===== src/rtl/mux_scan_ctrl_if.sv =====
// Bundle between the scan sequencer and its environment: scan control in,
// mux select out, captured word and status out.
interface mux_scan_ctrl_if;
  logic       start;
  logic       cont;
  logic       stop;
  logic       y_in;
  logic [1:0] sel;
  logic [3:0] word;
  logic       busy;
  logic       done;
  logic [7:0] scan_count;

  modport master (
    output start, cont, stop, y_in,
    input  sel, word, busy, done, scan_count
  );

  modport slave (
    input  start, cont, stop, y_in,
    output sel, word, busy, done, scan_count
  );
endinterface


===== src/rtl/mux_scan_ctrl.sv =====
// Steps a 4:1 mux select through all channels, waits SETTLE cycles per channel,
// samples the mux output and publishes the four bits as one word per scan.
module mux_scan_ctrl #(
  parameter int unsigned SETTLE = 1
) (
  input logic            clk,
  input logic            rst,
  mux_scan_ctrl_if.slave bus
);

  localparam logic [1:0] StIdle   = 2'd0;
  localparam logic [1:0] StSettle = 2'd1;
  localparam logic [1:0] StSample = 2'd2;

  localparam logic [3:0] CntLast = 4'(SETTLE - 1);

  logic [1:0] state_q, state_d;
  logic [1:0] sel_q, sel_d;
  logic [3:0] cnt_q, cnt_d;
  logic       cont_q, cont_d;
  logic [2:0] shadow_q, shadow_d;
  logic [3:0] word_q, word_d;
  logic       busy_q, busy_d;
  logic       done_q, done_d;
  logic [7:0] count_q, count_d;

  always_comb begin
    state_d  = state_q;
    sel_d    = sel_q;
    cnt_d    = cnt_q;
    cont_d   = cont_q;
    shadow_d = shadow_q;
    word_d   = word_q;
    count_d  = count_q;
    done_d   = 1'b0;

    unique case (state_q)
      StIdle: begin
        sel_d = 2'd0;
        if (bus.start && !bus.stop) begin
          state_d = StSettle;
          cnt_d   = 4'd0;
          cont_d  = bus.cont;
        end
      end
      StSettle: begin
        if (bus.stop) begin
          state_d  = StIdle;
          sel_d    = 2'd0;
          cont_d   = 1'b0;
          shadow_d = 3'd0;
        end else if (cnt_q == CntLast) begin
          state_d = StSample;
        end else begin
          cnt_d = cnt_q + 4'd1;
        end
      end
      StSample: begin
        // An abort on the last channel must also suppress the word/count/done update.
        if (bus.stop) begin
          state_d  = StIdle;
          sel_d    = 2'd0;
          cont_d   = 1'b0;
          shadow_d = 3'd0;
        end else if (sel_q != 2'd3) begin
          shadow_d[sel_q] = bus.y_in;
          sel_d           = sel_q + 2'd1;
          cnt_d           = 4'd0;
          state_d         = StSettle;
        end else begin
          word_d  = {bus.y_in, shadow_q};
          count_d = count_q + 8'd1;
          done_d  = 1'b1;
          sel_d   = 2'd0;
          cnt_d   = 4'd0;
          state_d = cont_q ? StSettle : StIdle;
        end
      end
      default: begin
        state_d = StIdle;
        sel_d   = 2'd0;
      end
    endcase

    busy_d = (state_d != StIdle);
  end

  always_ff @(posedge clk or posedge rst) begin
    if (rst) begin
      state_q  <= StIdle;
      sel_q    <= 2'd0;
      cnt_q    <= 4'd0;
      cont_q   <= 1'b0;
      shadow_q <= 3'd0;
      word_q   <= 4'd0;
      busy_q   <= 1'b0;
      done_q   <= 1'b0;
      count_q  <= 8'd0;
    end else begin
      state_q  <= state_d;
      sel_q    <= sel_d;
      cnt_q    <= cnt_d;
      cont_q   <= cont_d;
      shadow_q <= shadow_d;
      word_q   <= word_d;
      busy_q   <= busy_d;
      done_q   <= done_d;
      count_q  <= count_d;
    end
  end

  assign bus.sel        = sel_q;
  assign bus.word       = word_q;
  assign bus.busy       = busy_q;
  assign bus.done       = done_q;
  assign bus.scan_count = count_q;

endmodule


===== src/flat_wrapper.sv =====
// flat-port wrapper written by rule: the top's interface ports become plain ports
module mux_scan_ctrl_flat 
#(
  parameter int unsigned SETTLE = 1
)
  (clk, rst, bus_start, bus_cont, bus_stop, bus_y_in, bus_sel, bus_word, bus_busy, bus_done, bus_scan_count);
  mux_scan_ctrl_if bus_i ();
  input logic clk;
  input logic rst;
  input wire logic [$bits(bus_i.start)-1:0] bus_start;
  input wire logic [$bits(bus_i.cont)-1:0] bus_cont;
  input wire logic [$bits(bus_i.stop)-1:0] bus_stop;
  input wire logic [$bits(bus_i.y_in)-1:0] bus_y_in;
  output wire logic [$bits(bus_i.sel)-1:0] bus_sel;
  output wire logic [$bits(bus_i.word)-1:0] bus_word;
  output wire logic [$bits(bus_i.busy)-1:0] bus_busy;
  output wire logic [$bits(bus_i.done)-1:0] bus_done;
  output wire logic [$bits(bus_i.scan_count)-1:0] bus_scan_count;
  assign bus_i.start = bus_start;
  assign bus_i.cont = bus_cont;
  assign bus_i.stop = bus_stop;
  assign bus_i.y_in = bus_y_in;
  assign bus_sel = bus_i.sel;
  assign bus_word = bus_i.word;
  assign bus_busy = bus_i.busy;
  assign bus_done = bus_i.done;
  assign bus_scan_count = bus_i.scan_count;
  mux_scan_ctrl #(.SETTLE(SETTLE)) u_core (.clk(clk), .rst(rst), .bus(bus_i));
endmodule

===== config.mk =====
export PLATFORM = sky130hd
export DESIGN_NAME = mux_scan_ctrl_flat
export DESIGN_NICKNAME = d
export VERILOG_FILES = /design/src/rtl/mux_scan_ctrl_if.sv /design/src/rtl/mux_scan_ctrl.sv /design/src/flat_wrapper.sv
export SDC_FILE = /design/constraint.sdc
export NUM_CORES = 1
export LEC_CHECK = 0
export ABC_AREA = 1
export CORE_MARGIN = 1.5
export CORE_UTILIZATION = 45
export CTS_CLUSTER_DIAMETER = 50
export DETAILED_ROUTE_END_ITERATION = 10
export PLACE_DENSITY = 0.69
export SYNTH_ARGS = -nofsm -noshare
export SYNTH_HDL_FRONTEND = slang
export SYNTH_SLANG_ARGS = --single-unit
export TNS_END_PERCENT = 20

===== constraint.sdc =====
create_clock -name clk -period 1.75 [get_ports clk]
set_input_delay 0.35 -clock clk [delete_from_list [all_inputs] [get_ports clk]]
set_output_delay 0.35 -clock clk [all_outputs]
set_load 0.01 [all_outputs]

==> results of run 1 <==
power groups by stage:
stage,logic [mW],clock network (mW),registers (mW)
finish,0.672,0.245,0.743
global route,0.791,0.280,0.755
CTS,0.678,0.258,0.746
detailed placement,0.677,0,0.756
global placement,0.656,0,0.754
floorplan,0.508,0,0.751
synthesized netlist by cell type:
| master | n | share of area (%) |
|---|---|---|
| nand2_1 | 66 | 17 |
| xor2_1 | 2 | 1.2 |
| nand2_2 | 2 | 0.86 |
| o21ai_1 | 1 | 0.34 |
| nand4_1 | 5 | 2.1 |
| nand3_4 | 1 | 1.2 |
| inv_2 | 2 | 0.52 |
| nand3b_1 | 2 | 1.0 |
| nor2_1 | 11 | 2.8 |
| inv_1 | 23 | 5.9 |
| nand3_1 | 18 | 6.2 |
| nor2_4 | 3 | 2.3 |
| ha_1 | 11 | 9.5 |
| dfrtp_1 | 26 | 45 |
| o21ai_0 | 3 | 1.0 |
| or2_1 | 3 | 1.3 |
| xnor2_1 | 2 | 1.2 |
| nor2_2 | 1 | 0.43 |
| a21oi_1 | 1 | 0.34 |
sequential cells by signal (all words and copies together) (netlist names):
name and cells:
u_core.cont_q 1, u_core.state_q 2, u_core.bus.busy 1, u_core.bus.done 1, u_core.bus.sel 2, u_core.cnt_q 4, u_core.shadow_q 3, u_core.bus.word 4
u_core.bus.scan_count 8
area by class of cell:
class,instances,share of cell area [%]
multi-input cells,132,40.6
flip-flops and latches,26,37.2
repair buffers,22,12.4
inverters,25,5.35
well taps,44,3.14
clock buffers,3,1.28
routing by layer:
metal	vias up	routed length, µm
li1	618	-
met5	-	0
met4	0	17
met1	553	1230
met3	2	64
met2	18	1290
how the worst max path moves through the flow:
stage | start | endpoint | cells after the start
after floorplan | u_core.state_q[0]$_DFF_PP0_ | u_core.bus.scan_count[5]$_DFFE_PP0P_ | 7
after global placement | bus_stop | u_core.shadow_q[2]$_DFFE_PP0P_ | 8
after detailed placement | bus_stop | u_core.shadow_q[1]$_DFFE_PP0P_ | 8
after CTS | u_core.bus.scan_count[3]$_DFFE_PP0P_ | bus_scan_count[3] | 1
after global routing | u_core.bus.scan_count[2]$_DFFE_PP0P_ | bus_scan_count[2] | 1
final | u_core.bus.scan_count[4]$_DFFE_PP0P_ | bus_scan_count[4] | 1
through the flow:
step	power, mW	cells	setup slack [ns]	hold WS, ns	cell area (µm²)
global placement	1.41	249	0.130	0.458	1730
global route	1.83	252	0.00743	0.398	1750
finish	1.66	252	0.0710	0.366	1750
floorplan	1.26	183	0.402	0.390	1460
detailed placement	1.43	249	0.0748	0.464	1730
CTS	1.68	252	0.0358	0.369	1750
cells by family (layout without fill, tap and decap cells):
| kind of cell | count (synthesis) | after routing | share of synthesized area, % |
|---|---|---|---|
| AO/OA/AOI/OAI | 5 | 5 | 1.72 |
| flip-flops | 26 | 26 | 44.7 |
| buffers and inverters | 25 | 50 | 6.44 |
| adder cells (fa/ha/maj) | 11 | 11 | 9.45 |
| XOR/XNOR | 4 | 4 | 2.41 |
| AND/OR/NAND/NOR | 112 | 112 | 35.3 |
==> flow_summary.toml, run 1 <==
[sta]
max_clock_skew_ns = 0.0114
final-setup-viol-count = 0
finalWorstPathRequiredPeriod_ns = 1.68
max_slew_margin_pct = 78.1
setup-tns-final_ns = 0
unrepaired_setup_endpoints_after_global_routing = "no"
clock.fmax_ghz = 0.596
final_hold_viol_count = 0
fin_max_slew_vios = 0
timing.final.crit_share_pct = 95.9
tightest_slew_ns = 0.329

[final_layout]
fill_cells = 298
seq_area_um2 = 652
layout_common_cells = "nand2_1 (66), dfrtp_1 (25), inv_1 (23)"
final_nets = 227
drive_gt1_share_pct = 6.73
layout_stage_area_growth_over_the_synthesis_result_pct = 20.4
finish.utilization_pct = 57.4
final_common_cell = "nand2_1"
diodes = 0
multi_input_area_um2 = 712

[placement]
gp_congestion = 0.865
placement.io_buffers = 21
hpwlAfterDp_mm = 2.05

[die]
die_y_um = 59.9
initial_utilization_pct = 47.7
die_x_um = 59.9
coreArea_mm2 = 0.00305
floorplan.io_pins = 22
total_die_area_mm2 = 0.00359
row_count = 20

[power_and_ir_drop]
peakVddDrop_mv = 0.582
power_density_over_the_cells_mw_per_mm2 = 947
leakage_nw = 0.904
cell_internal_pwr_mw = 1.01
combPwrFrac_pct = 40.5
power.sequential.fraction_pct = 44.8
power.share.switching_pct = 39.3
total_switching_power_mw = 0.653
clk_pwr_share_pct = 14.7

[synthesis]
synth_nets = 200
yosysWarnings = 0
avg_inst_size_synth_um2 = 7.96
synth_cells = 183
postSynthRegisterBits = 26
synth-seq-area-share_pct = 44.7
mappedNetlistArea_mm2 = 0.00146
synth_cell_type_count = 19

[setup_path]
crit_path_start_kind = "flop"
cp_data_required_time_ns = 1.40
rrSetupSlack_ns = 0.25
critical_path_arrival_ns = 1.33
r2r_end = "u_core.bus.scan_count[6]$_DFFE_PP0P_"
cp_num_buf_inv = 1
critical-path-top-delay-family = "buffers and inverters"
cpPeakStageDelay_ns = 0.57
timing.reg2reg.worst_path_depth = 7
critical_path.slowest_cell = "clkdlybuf4s50_1"
crit_path_max_fanout = 6
worstSetupPathType = "reg -> out"
worstSetupEndpointType = "output port"
crit_chain = "clkdlybuf4s50_1"
r2r-start = "u_core.state_q[0]$_DFF_PP0_"

[grt]
grt_remaining_overflow = 0
grt_first_pass_wirelength_mm = 4.53
globalRouteMet1Util_pct = 19.9
number_of_antenna_violations_at_the_first_check_in_global_routing = 0
grt.busiest_layer = "met2"
grtUsageTotal_pct = 16.4
grt_start_max_net_pins = 27
grt_pass1_vias = 1141
grt_use_met3_pct = 1.95
met2_usage_pct = 29.7

[routing]
postRouteAntennaNets = 0
route.vias.total = 1191
post_drt_wl_per_cell_um = 10.3
drtIter0Drc = 50
detail_route.drc_violations = 0
detail_route.vias_per_cell = 4.73
route.final.wire_length_mm = 2.60
drt_pass1_iterations = 4

[clock_tree]
clockBufferDepth = 2
cts_hold_repair.buffers = 0
cts_inserted_buffers = 3
clock_sink_count = 26
path_clk_slew_ns = 0.14
h_tree_depth = 1
cts_tree = "yes"
post_cts_repair_resize_count = 0
cts_setup_buffers = 0
clk-insertion-delay-late_ns = 0.31
ctsRootBufferMaster = "clkbuf_4"

[flow_run]
maxCapViolCount = 0

[status]
status = "completed"

[hold_path]
worstHoldPathType = "in -> async"
Note: power is estimated with default switching activity, not from simulation.
==> run 2: changes to the inputs <==
--- a/config.mk
+++ b/config.mk
@@ -11,6 +11,7 @@
 export CTS_CLUSTER_DIAMETER = 50
 export DETAILED_ROUTE_END_ITERATION = 10
 export PLACE_DENSITY = 0.69
+export RECOVER_POWER = 25
 export SYNTH_ARGS = -nofsm -noshare
 export SYNTH_HDL_FRONTEND = slang
 export SYNTH_SLANG_ARGS = --single-unit
==> run 2 against run 1 <==
Against the previous run: core utilization decreased by 0.082 points; register-to-register slack is essentially flat; critical endpoint unchanged; highest routed layer unchanged; clock skew unchanged; critical path type unchanged; maximum frequency unchanged; non-clock buffer count did not move; first-iteration DRC count stayed put; total power hardly changed; wire length about the same.
==> flow_summary.toml, run 2 (synthesis results as in run 1) <==
[status]
status = "completed"

[setup_path]
cp_data_required_time_ns = 1.40
crit_path_start_kind = "flop"
worstSetupEndpointType = "output port"
cpPeakStageDelay_ns = 0.57
critical_path.slowest_cell = "clkdlybuf4s50_1"
crit_chain = "clkdlybuf4s50_1"
worstSetupPathType = "reg -> out"
critical_path_arrival_ns = 1.33
critical-path-top-delay-family = "buffers and inverters"
crit_path_max_fanout = 6
cp_num_buf_inv = 1

[grt]
number_of_antenna_violations_at_the_first_check_in_global_routing = 0
grtUsageTotal_pct = 16.4
grt_pass1_vias = 1141
grt_first_pass_wirelength_mm = 4.53
grt_start_max_net_pins = 27
grt_remaining_overflow = 0

[routing]
postRouteAntennaNets = 0
drt_pass1_iterations = 4
drtIter0Drc = 50
detail_route.vias_per_cell = 4.73
route.vias.total = 1191
route.final.wire_length_mm = 2.60
detail_route.drc_violations = 0
post_drt_wl_per_cell_um = 10.3

[final_layout]
seq_area_um2 = 652
layout_common_cells = "nand2_1 (66), dfrtp_1 (25), inv_1 (23)"
drive_gt1_share_pct = 6.73
diodes = 0
largest_register_ffs = 8
multi_input_area_um2 = 712
final_nets = 227
layout_stage_area_growth_over_the_synthesis_result_pct = 20.2
fill_cells = 297
final_common_cell = "nand2_1"

[sta]
clock.fmax_ghz = 0.596
unrepaired_setup_endpoints_after_global_routing = "no"
max_clock_skew_ns = 0.0114
finalWorstPathRequiredPeriod_ns = 1.68
final_hold_viol_count = 0
final-setup-viol-count = 0
fin_max_slew_vios = 0
timing.final.crit_share_pct = 95.9
max_slew_margin_pct = 57.0
tightest_slew_ns = 0.644
setup_slack_ns = 0.0710
hold_slack_ns = 0.492
setup-tns-final_ns = 0

[clock_tree]
clk-insertion-delay-late_ns = 0.31
ctsRootBufferMaster = "clkbuf_4"
cts_inserted_buffers = 3
cts_tree = "yes"
clockBufferDepth = 2
path_clk_slew_ns = 0.12
h_tree_depth = 1
clock_sink_count = 26
cts_setup_buffers = 0
cts_hold_repair.buffers = 0

[die]
total_die_area_mm2 = 0.00359
floorplan.io_pins = 22
initial_utilization_pct = 47.7
die_x_um = 59.9
row_count = 20
die_y_um = 59.9
coreArea_mm2 = 0.00305

[flow_run]
maxCapViolCount = 0

[power_and_ir_drop]
leakage_nw = 0.903
post-layout-total-power_mw = 1.66
power_density_over_the_cells_mw_per_mm2 = 948
peakVddDrop_mv = 0.582

[placement]
placement.setup.worst_slack_ns = 0.0748
gp_congestion = 0.865
hpwlAfterDp_mm = 2.05
placement.io_buffers = 21

[hold_path]
worstHoldPathType = "reg -> reg"
run 2: changes by cell type in the layout (fill, tap and decap cells not counted), sizes merged:
cell,previous run,this run
buf,1,0
clkbuf,3,4
clkdlybuf4s50,21,20
dlygate4sd3,0,1
run 2: worst min-delay path, stage by stage, from the launching register on:
cell and delay, ns:
dfrtp_1 0.36, nand2_1 0.05, nand2_1 0.05
run 2: stage by stage:
step	cells	util, %	area (µm²)
after floorplan	183	-	1460
after global placement	249	56.6	1730
after detailed placement	249	56.6	1730
after CTS	252	57.4	1750
after global routing	252	57.3	1750
final	252	57.3	1750
run 2: final timing paths:
check                                                        to                                  from  cells after the start  slack [ns]
setup / recovery                              bus_scan_count[4]  u_core.bus.scan_count[4]$_DFFE_PP0P_                      1        0.07
hold / removal                   u_core.bus.word[1]$_DFFE_PP0P_        u_core.shadow_q[1]$_DFFE_PP0P_                      2        0.49
setup reg to reg           u_core.bus.scan_count[6]$_DFFE_PP0P_           u_core.state_q[0]$_DFF_PP0_                      7        0.25
hold reg to reg                  u_core.bus.word[1]$_DFFE_PP0P_        u_core.shadow_q[1]$_DFFE_PP0P_                      2        0.49
max in group asynchronous  u_core.bus.scan_count[3]$_DFFE_PP0P_                                   rst                      3        0.69
min in group asynchronous           u_core.cnt_q[2]$_DFFE_PP0P_                                   rst                      3        0.62
run 2: layout make-up:
type                            instances  area share (%)
Tap cell                               44            3.15
Inverter                               25            5.36
Sequential cell                        26            37.2
Multi-Input combinational cell        132            40.7
Timing Repair Buffer                   22            12.3
Clock buffer                            3            1.29
run 2: where the power goes:
part | total, mW | switching [mW] | internal [mW]
sequential | 0.743 | 0.0666 | 0.677
combinational | 0.671 | 0.422 | 0.249
clock | 0.245 | 0.164 | 0.0804
run 2: what timing repair did:
item	in CTS	in global routing
endpoints found under the hold margin	0	0
setup endpoints to repair	0	1
gates resized for setup	0	1
run 2: routing by layer:
layer  share of wire (%)  wire (µm)  track usage [%]
met5                   0          0                0
met4                0.65         17             5.71
met3                 2.5         64             1.95
met2                  49       1290             29.7
met1                  47       1230             19.9
